`src/rtl/orbit_pixel_renderer.sv`:
```
// Pixel-colour stage: latches the orbiting body once per frame, keeps a fading
// trail of past positions and layers sprite/trail/sun/background per pixel.
module orbit_pixel_renderer #(
    parameter int unsigned H_ACTIVE    = 640,
    parameter int unsigned V_ACTIVE    = 480,
    parameter int unsigned SUN_CX      = 320,
    parameter int unsigned SUN_CY      = 240,
    parameter int unsigned SUN_R       = 24,
    parameter int unsigned SPRITE_HALF = 4,
    parameter int unsigned TRAIL_LEN   = 8,
    parameter int unsigned TRAIL_DIV   = 4,
    parameter int unsigned TRAIL_HALF  = 1,
    parameter logic [7:0]  COL_BG      = 8'h00,
    parameter logic [7:0]  COL_SUN     = 8'hFC,
    parameter logic [7:0]  COL_TRAIL   = 8'h49,
    parameter logic [7:0]  COL_SPRITE  = 8'hFF
) (
    input  logic       clock,
    input  logic       reset,
    input  logic [9:0] obj_x,
    input  logic [9:0] obj_y,
    input  logic [9:0] next_x,
    input  logic [9:0] next_y,
    output logic [7:0] color_out,
    output logic       frame_start
);

    localparam int unsigned CW    = 10;
    localparam int unsigned DW    = CW + 1;
    localparam int unsigned SW    = 22;
    localparam int unsigned PTR_W = (TRAIL_LEN > 1) ? $clog2(TRAIL_LEN) : 1;
    localparam int unsigned CNT_W = PTR_W + 1;
    localparam int unsigned DIV_W = (TRAIL_DIV > 1) ? $clog2(TRAIL_DIV) : 1;

    // Magnitude of a signed 11-bit difference; both operands are unsigned screen coordinates.
    function automatic logic [DW-1:0] abs_diff(input logic [CW-1:0] a, input logic [CW-1:0] b);
        logic signed [DW-1:0] d;
        d = $signed({1'b0, a}) - $signed({1'b0, b});
        return d[DW-1] ? DW'(-d) : DW'(d);
    endfunction

    logic [CW-1:0]    prev_y;
    logic [CW-1:0]    pos_x;
    logic [CW-1:0]    pos_y;
    logic             pos_valid;
    logic [CW-1:0]    trail_x [TRAIL_LEN];
    logic [CW-1:0]    trail_y [TRAIL_LEN];
    logic [PTR_W-1:0] wr_ptr;
    logic [CNT_W-1:0] trail_cnt;
    logic [DIV_W-1:0] div_cnt;

    logic                 boundary_c;
    logic                 div_wrap_c;
    logic                 push_c;
    logic                 in_sprite_c;
    logic                 in_sun_c;
    logic                 in_trail_c;
    logic                 on_screen_c;
    logic [TRAIL_LEN-1:0] trail_hit_c;
    logic [DW-1:0]        sun_dx_c;
    logic [DW-1:0]        sun_dy_c;
    logic [SW-1:0]        sun_d2_c;
    logic [7:0]           pixel_c;

    assign boundary_c = (prev_y != '0) && (next_y == '0);
    assign div_wrap_c = (div_cnt == DIV_W'(TRAIL_DIV - 1));
    assign push_c     = boundary_c && div_wrap_c && pos_valid;

    assign in_sprite_c = pos_valid
                      && (abs_diff(next_x, pos_x) <= DW'(SPRITE_HALF))
                      && (abs_diff(next_y, pos_y) <= DW'(SPRITE_HALF));

    // Per-entry trail hit; entries at or beyond the fill count are stale.
    for (genvar g = 0; g < TRAIL_LEN; g++) begin : g_trail
        assign trail_hit_c[g] = (CNT_W'(g) < trail_cnt)
                             && (abs_diff(next_x, trail_x[g]) <= DW'(TRAIL_HALF))
                             && (abs_diff(next_y, trail_y[g]) <= DW'(TRAIL_HALF));
    end
    assign in_trail_c = |trail_hit_c;

    assign sun_dx_c = abs_diff(next_x, CW'(SUN_CX));
    assign sun_dy_c = abs_diff(next_y, CW'(SUN_CY));
    assign sun_d2_c = SW'(sun_dx_c) * SW'(sun_dx_c) + SW'(sun_dy_c) * SW'(sun_dy_c);
    assign in_sun_c = (sun_d2_c <= SW'(SUN_R * SUN_R));

    assign on_screen_c = (next_x < CW'(H_ACTIVE)) && (next_y < CW'(V_ACTIVE));

    // Layer priority: sprite over trail over sun over background.
    always_comb begin
        pixel_c = COL_BG;
        if (on_screen_c) begin
            if (in_sprite_c)      pixel_c = COL_SPRITE;
            else if (in_trail_c)  pixel_c = COL_TRAIL;
            else if (in_sun_c)    pixel_c = COL_SUN;
        end
    end

    always_ff @(posedge clock) begin
        if (!reset) begin
            color_out   <= COL_BG;
            frame_start <= 1'b0;
            prev_y      <= '0;
            pos_x       <= '0;
            pos_y       <= '0;
            pos_valid   <= 1'b0;
            wr_ptr      <= '0;
            trail_cnt   <= '0;
            div_cnt     <= '0;
        end else begin
            color_out   <= pixel_c;
            frame_start <= boundary_c;
            prev_y      <= next_y;
            if (boundary_c) begin
                pos_x     <= obj_x;
                pos_y     <= obj_y;
                pos_valid <= 1'b1;
                div_cnt   <= div_wrap_c ? '0 : div_cnt + 1'b1;
            end
            if (push_c) begin
                wr_ptr <= wr_ptr + 1'b1;
                if (trail_cnt != CNT_W'(TRAIL_LEN))
                    trail_cnt <= trail_cnt + 1'b1;
            end
        end
    end

    // Trail storage needs no reset; the fill count masks stale entries.
    always_ff @(posedge clock) begin
        if (push_c) begin
            trail_x[wr_ptr] <= pos_x;
            trail_y[wr_ptr] <= pos_y;
        end
    end

endmodule

```
`config.mk`:
```
export PLATFORM = sky130hd
export DESIGN_NAME = orbit_pixel_renderer
export DESIGN_NICKNAME = d
export VERILOG_FILES = /design/src/rtl/orbit_pixel_renderer.sv
export SDC_FILE = /design/constraint.sdc
export NUM_CORES = 1
export LEC_CHECK = 0
export CORE_ASPECT_RATIO = 0.6
export CORE_MARGIN = 3
export CORE_UTILIZATION = 59
export DETAILED_ROUTE_END_ITERATION = 8
export HOLD_SLACK_MARGIN = 0.05
export PLACE_DENSITY = 0.76
export REMOVE_ABC_BUFFERS = 1
export SLEW_MARGIN = 20
export SYNTH_ARGS = -nofsm -noshare
export SYNTH_HDL_FRONTEND = slang
export SYNTH_SLANG_ARGS = --single-unit
```
`constraint.sdc`:
```
create_clock -name clock -period 8.7 [get_ports clock]
set_input_delay 1.74 -clock clock [delete_from_list [all_inputs] [get_ports clock]]
set_output_delay 1.74 -clock clock [all_outputs]
set_load 0.02 [all_outputs]
```
Yosys cells after proc, flatten, opt, wreduce, memory -nomap -nowiden
Memory sizes are Yosys's and may differ from the RTL's.
Cells that the tools add are included.

word-level totals
  register bits = 49
  bits in writable memories = 160
  input bits = 42
  output and inout bits = 9
  word-level logic and storage cells = 141
  memories = 2

memory list
  name     depth  bits a word  rd ports  clocked after Yosys merged registers in  wr ports  line  text
  trail_x  8      10           8         0                                        1         46    logic [CW-1:0] trail_x [TRAIL_LEN];
  trail_y  8      10           8         0                                        1         47    logic [CW-1:0] trail_y [TRAIL_LEN];

operators by class
  add/sub/neg operators = 44
  multipliers = 2
  $lt $le $gt $ge = 29
  equality and inequality tests = 2
  muxes and demuxes = 26
  reductions and logical operators = 27

operators with widths
  operator                                                                        count
  11-bit two-way mux                                                              20
  11-bit negator                                                                  20
  10-bit by 10-bit subtractor with 11-bit output                                  18
  11-bit by 1-bit <= comparator with 1-bit output (second input constant)         16
  11-bit by 11-bit multiplier with 22-bit output                                  2
  8-bit two-way mux                                                               3
  22-bit adder                                                                    1
  11-bit by 3-bit <= comparator with 1-bit output (second input constant)         2
  22-bit by 10-bit <= comparator with 1-bit output (second input constant)        1
  1-bit logical AND                                                               22
  3-bit by 4-bit less-than comparator with 1-bit output (first input constant)    4
  10-bit by 8-bit subtractor with 11-bit output (second input constant)           1
  10-bit by 9-bit subtractor with 11-bit output (second input constant)           1
  10-bit logical NOT                                                              1
  10-bit less-than comparator (second input constant)                             1
  10-bit by 9-bit less-than comparator with 1-bit output (second input constant)  1
  10-bit nonzero test                                                             1
  1-bit by 4-bit less-than comparator with 1-bit output (first input constant)    2
  2-bit by 4-bit less-than comparator with 1-bit output (first input constant)    2
  8-bit OR reduction                                                              1
  4-bit by 1-bit adder with 4-bit output (second input constant)                  1
  4-bit inequality test (second input constant)                                   1
  2-bit AND reduction                                                             2
  3-bit by 1-bit adder with 3-bit output (second input constant)                  1
  4 further kinds                                                                 5

Longest topological paths before layout
  depth after elaboration = 9
  mapped depth = 34
  gate-level depth less buffers = 33

Least setup slack after synthesis
OpenSTA, ideal clock, no wires.

  kind = input to register
  start = in next_y[4]
  end = reg color_out[5]
  setup time = 0.069 ns
  arrival = 9.073 ns
  required time = 8.631 ns
  path slack = -0.442 ns
  stages = 28
  path buffers = 1
  path through = ha_1 > nand2_1 > nor2_1 > or3_1 > clkbuf_1 > nor2_1 > xor2_1 > inv_1 > or2_2 > fa_1 > fa_1 > inv_1 > fa_1 > fa_1 > fa_1 > fa_1 > inv_1 > fa_1 > inv_1 > ha_1 > inv_1 > a221oi_1 > o2111ai_1 > a2111oi_0 > nand4_1 > nor4_1 > nand4_1 > o21ai_1

between the ends
  cells in the longest elaborated chain, start to end = 9
  elaborated cells between the ends (all ways) = 58
  classes of those cells = add/sub: 21; mul: 1; order compare: 11; mux: 13; reduce/logical: 12

RTL lines
  item                                              line  text
  start: declaration                                23    input logic [9:0] next_y,
  10-bit by 8-bit subtractor with 11-bit output     38    d = $signed({1'b0, a}) - $signed({1'b0, b});
  11-bit negator                                    39    return d[DW-1] ? DW'(-d) : DW'(d);
  11-bit two-way mux                                39
  11-bit by 11-bit multiplier with 22-bit output    83    assign sun_d2_c = SW'(sun_dx_c) * SW'(sun_dx_c) + SW'(sun_dy_c) * SW'(sun_dy_c);
  22-bit adder                                      83
  22-bit by 10-bit <= comparator with 1-bit output  84    assign in_sun_c = (sun_d2_c <= SW'(SUN_R * SUN_R));
  8-bit two-way mux                                 94    else if (in_sun_c) pixel_c = COL_SUN;
  8-bit two-way mux                                 93    else if (in_trail_c) pixel_c = COL_TRAIL;
  8-bit two-way mux                                 92    if (in_sprite_c) pixel_c = COL_SPRITE;
  end signal: assignment                            110   color_out <= pixel_c;
  end: declaration                                  24    output logic [7:0] color_out,

Parallel ways exist; a longest one is shown, timed or not.
A chain may end at the register's enable or synchronous reset.

Worst setup path after layout
  start = in next_y[2]
  end = reg color_out[5]

Same word-level chain as after synthesis.

==> results.txt <==
- Run status: finished with violations
* Failing checks: setup timing
- Post-synth ARST share: 0%
* Routed len/inst: between 20 and 25 microns
* Final period utilization: 100%
* Via/cell ratio: 6.26
* Max-slew violation count: 0
- At the end of routability-driven placement, the weighted congestion stood at 1.04.
- Type of destination of the critical path: register
* Drt first-iter violations: 2786
* Setup Slack @ Placement: -1.46 ns
* Number of synthesized register bits: about 200
- The number of global-route vias before repair came to 23372.
- The cell area that synthesis handed to floorplanning was 26100 sq um.
* Hold/Removal Path Class: reg2reg
- Slew at the pin closest to its max-slew limit: roughly 1.2 ns
* YS warnings: 0
- First-pass GRT wire length: 129000 microns
- Sum of net half-perimeters after detailed placement: 64700 microns
- Compared with the post-synthesis result, the final layout area differs by 16.6%.
* Final Skew: ~0.027 ns
- Met2 track demand over resource in global routing: about 50%
- Total number of vias: 24240
- The final hold violation count was 0.
- Filler cell count: 3214
- Before antenna repair, the detailed router went through 8 iterations.
* Count of hold buffers inserted by post-cts repair: 0
* CTS H-tree lvls: 1
- Leaving out fill and tap cells, the most frequent cells in the layout are 481 x sky130_fd_sc_hd__inv_1, 288 x sky130_fd_sc_hd__ha_1, 236 x sky130_fd_sc_hd__buf_4.
- Number of routed nets with antenna violations: 0
- Area used by sequential logic in the layout: around 5700 sq um
- Die Span Y: 169 microns
* Crit Path Category: in2reg
* Most frequent standard cell in the layout excluding fill and tap cells: sky130_fd_sc_hd__inv_1
* CTS tree: yes
- Site row count: 58
- GR Layer Usage met1: a little over half
* Diodes inserted: 0
* RSZ-0062 raised after global routing: true
- Counting every instance in the synthesized netlist gives 2984.
- Total number of nets in the final design: about 3800
* Most used routing layer in global routing: met1
- For this configuration, the core starts out at a cell density of 61.0%.
- Measured against its own limit, the worst slew margin works out to 20.8%.
- After detailed routing, the total wire length is 82900 microns.
* Core area: 42700 sq um
- During placement, the flow inserted port buffers numbering 50.
- Initial antenna violation count: 3
* Worst-path maximum fanout: 5
- The synthesized netlist contains a little under 100 unique library cells.
* DRC violation count after routing: 0
* Area of combinational cells with multiple inputs: 18900 sq um
- Sequential elements use about 22% of the synthesized area.
- Total number of clock tree sinks: 205
* Fraction of met3 tracks used by global routing: 8.63%
- Post-route minimum period: approximately 8.7 ns
* Longest Clk Path Bufs: 3
* Clock tree root buffer cell: sky130_fd_sc_hd__clkbuf_16
* Clock Pin Slew Worst Setup and Hold Paths: about 0.070 ns
- Insertion delay of the later-clocked pin in the worst-skew pair: roughly 0.55 ns
* Total CTS buffers: 23
- Max Clk Rate: around 110 MHz
* Horizontal die dimension: 277 microns
* Signal arrival time at the worst endpoint: 9.20 ns
- Across the run, the number of max-cap violations was 0.
- Setup-failing EPs final: 1
* EDFF count, synth: between 150 and 200
- The die covers approximately 47000 sq um.
- Overflow left after global routing: 0
- CP startpoint kind: primary input
- The post-route netlist has 13.8% of its cells at a drive strength greater than 1.
- Among all flip-flop cells after synthesis, the most frequent one is sky130_fd_sc_hd__edfxtp_1.
- Entering global routing, the biggest net connects 38 pins.
* PnR worst setup slack: -0.0422 ns
* All-Layer GR Usage: 34.7%
- Delay of the slowest cell on the worst path: 0.56 ns
* Boundary Pins: between 50 and 60
- Among the stages of the critical path, the cell type that occurs most often is sky130_fd_sc_hd__fa_1.
- Data on the critical path is required at its endpoint by between 9 and 10 ns.
* Synthesized area divided by synthesized cell count: 8.73 sq um
- Slowest CP cell: sky130_fd_sc_hd__fa_1
==> synth_stat cells, types with 9 or more instances <==
cell type	n	area, sq um
sky130_fd_sc_hd__o211ai_1	20	150
sky130_fd_sc_hd__nand3_1	64	320
sky130_fd_sc_hd__nor3_1	65	325
sky130_fd_sc_hd__a2111oi_0	13	114
sky130_fd_sc_hd__o21ai_0	117	586
sky130_fd_sc_hd__o32ai_1	9	78.8
sky130_fd_sc_hd__o31a_1	13	114
sky130_fd_sc_hd__and2_1	19	119
sky130_fd_sc_hd__a21oi_1	180	901
sky130_fd_sc_hd__fa_1	181	3620
sky130_fd_sc_hd__nor4b_1	12	105
sky130_fd_sc_hd__o31ai_1	17	128
sky130_fd_sc_hd__or4_1	14	105
sky130_fd_sc_hd__clkbuf_1	38	143
sky130_fd_sc_hd__edfxtp_1	160	4800
sky130_fd_sc_hd__o22ai_1	15	93.8
sky130_fd_sc_hd__nor3b_1	17	128
sky130_fd_sc_hd__o2111ai_1	19	166
sky130_fd_sc_hd__a21o_1	59	443
sky130_fd_sc_hd__nand2_1	191	717
sky130_fd_sc_hd__or2_2	17	106
sky130_fd_sc_hd__nand3b_1	15	113
sky130_fd_sc_hd__ha_1	299	3740
sky130_fd_sc_hd__o41ai_1	10	87.6
sky130_fd_sc_hd__o21bai_1	15	113
sky130_fd_sc_hd__xnor2_1	107	937
sky130_fd_sc_hd__nand4b_1	10	87.6
sky130_fd_sc_hd__nor4_1	26	163
sky130_fd_sc_hd__nor2_1	214	803
sky130_fd_sc_hd__nand2b_1	34	213
sky130_fd_sc_hd__inv_1	499	1870
sky130_fd_sc_hd__xor2_1	65	569
sky130_fd_sc_hd__a211oi_1	28	210
sky130_fd_sc_hd__or3_1	23	144
sky130_fd_sc_hd__a31oi_1	40	250
sky130_fd_sc_hd__o21a_1	37	278
sky130_fd_sc_hd__dfxtp_1	45	901
sky130_fd_sc_hd__nor2b_1	30	188
sky130_fd_sc_hd__nand4_1	24	150
sky130_fd_sc_hd__a211o_1	9	78.8
sky130_fd_sc_hd__mux2i_1	17	170
sky130_fd_sc_hd__and3_1	24	150
==> routing by layer <==
layer	vias to the layer above	part of all wire, %
met2	1277	41
met1	11661	44
met5	-	0.016
met4	2	2.7
li1	11125	-
met3	175	13
==> path summary, 6_finish.rpt <==
kind / from / end / slack, ns / cells after the start
max reg2reg: pos_x[0] / color_out[5] / 3.30 / 12
min: div_cnt[1] / div_cnt[1] / 0.49 / 2
min reg2reg: div_cnt[1] / div_cnt[1] / 0.49 / 2
max: next_y[2] / color_out[5] / -0.04 / 32
==> per-stage QoR <==
step	TNS [ns]	instance area, sq um	hold slack (ns)	instances	util, %
floorplan	-0.758	26000	0.440	2965	-
global placement	-2.31	28900	0.447	3805	67.6
detailed placement	-2.87	28900	0.461	3805	67.6
CTS	0	30100	0.483	3862	70.5
global route	-0.483	30400	0.532	3873	71.1
finish	-0.0422	30400	0.487	3873	71.1
==> worst max-delay path, delay by kind of cell <==
kind	cells	cell delay, ns
adders and majority gates	8	3.66
AOI/OAI and AO/OA	9	1.56
buffers and inverters	8	1.16
and+or+nand+nor	6	0.93
xor gates and xnor gates	1	0.14
==> sequential cells by signal (all words and copies together), names as in the netlist <==
name and cells:
pos_y 10, trail_y 80, pos_valid 1, frame_start 1, wr_ptr 3, color_out 4
trail_x 80, pos_x 10, div_cnt 2, prev_y 10, trail_cnt 4
==> cell families (layout without fill, tap and decap cells) <==
family | after synthesis | after routing | synth area share [%]
compound gates | 716 | 716 | 18.8
xor+xnor | 172 | 172 | 5.78
fa+ha+maj | 480 | 480 | 28.3
buf+inv | 554 | 842 | 8.08
flops | 205 | 205 | 21.9
mux | 25 | 25 | 0.999
other cells | 2 | 33 | 0.0288
simple gates | 830 | 830 | 16.2
==> cell type report <==
type | count | share of cell area, %
clock inverter | 10 | 0.259
timing repair buffer | 297 | 7.95
multi-input combinational | 2256 | 62.2
inverter | 504 | 6.24
sequential | 205 | 18.8
clock buffer | 31 | 2.27
tap | 570 | 2.35
==> repair_timing <==
action | in CTS | in global routing
hold endpoints to repair | 0 | 0
setup endpoints to repair | 2 | 2
gates resized for setup | 99 | 75
pin swaps | 62 | 61
setup buffers | 16 | 12
Power is left out: the tool's default activity adds up to more than one toggle a clock period on the data nets, which glitch-free logic cannot reach.
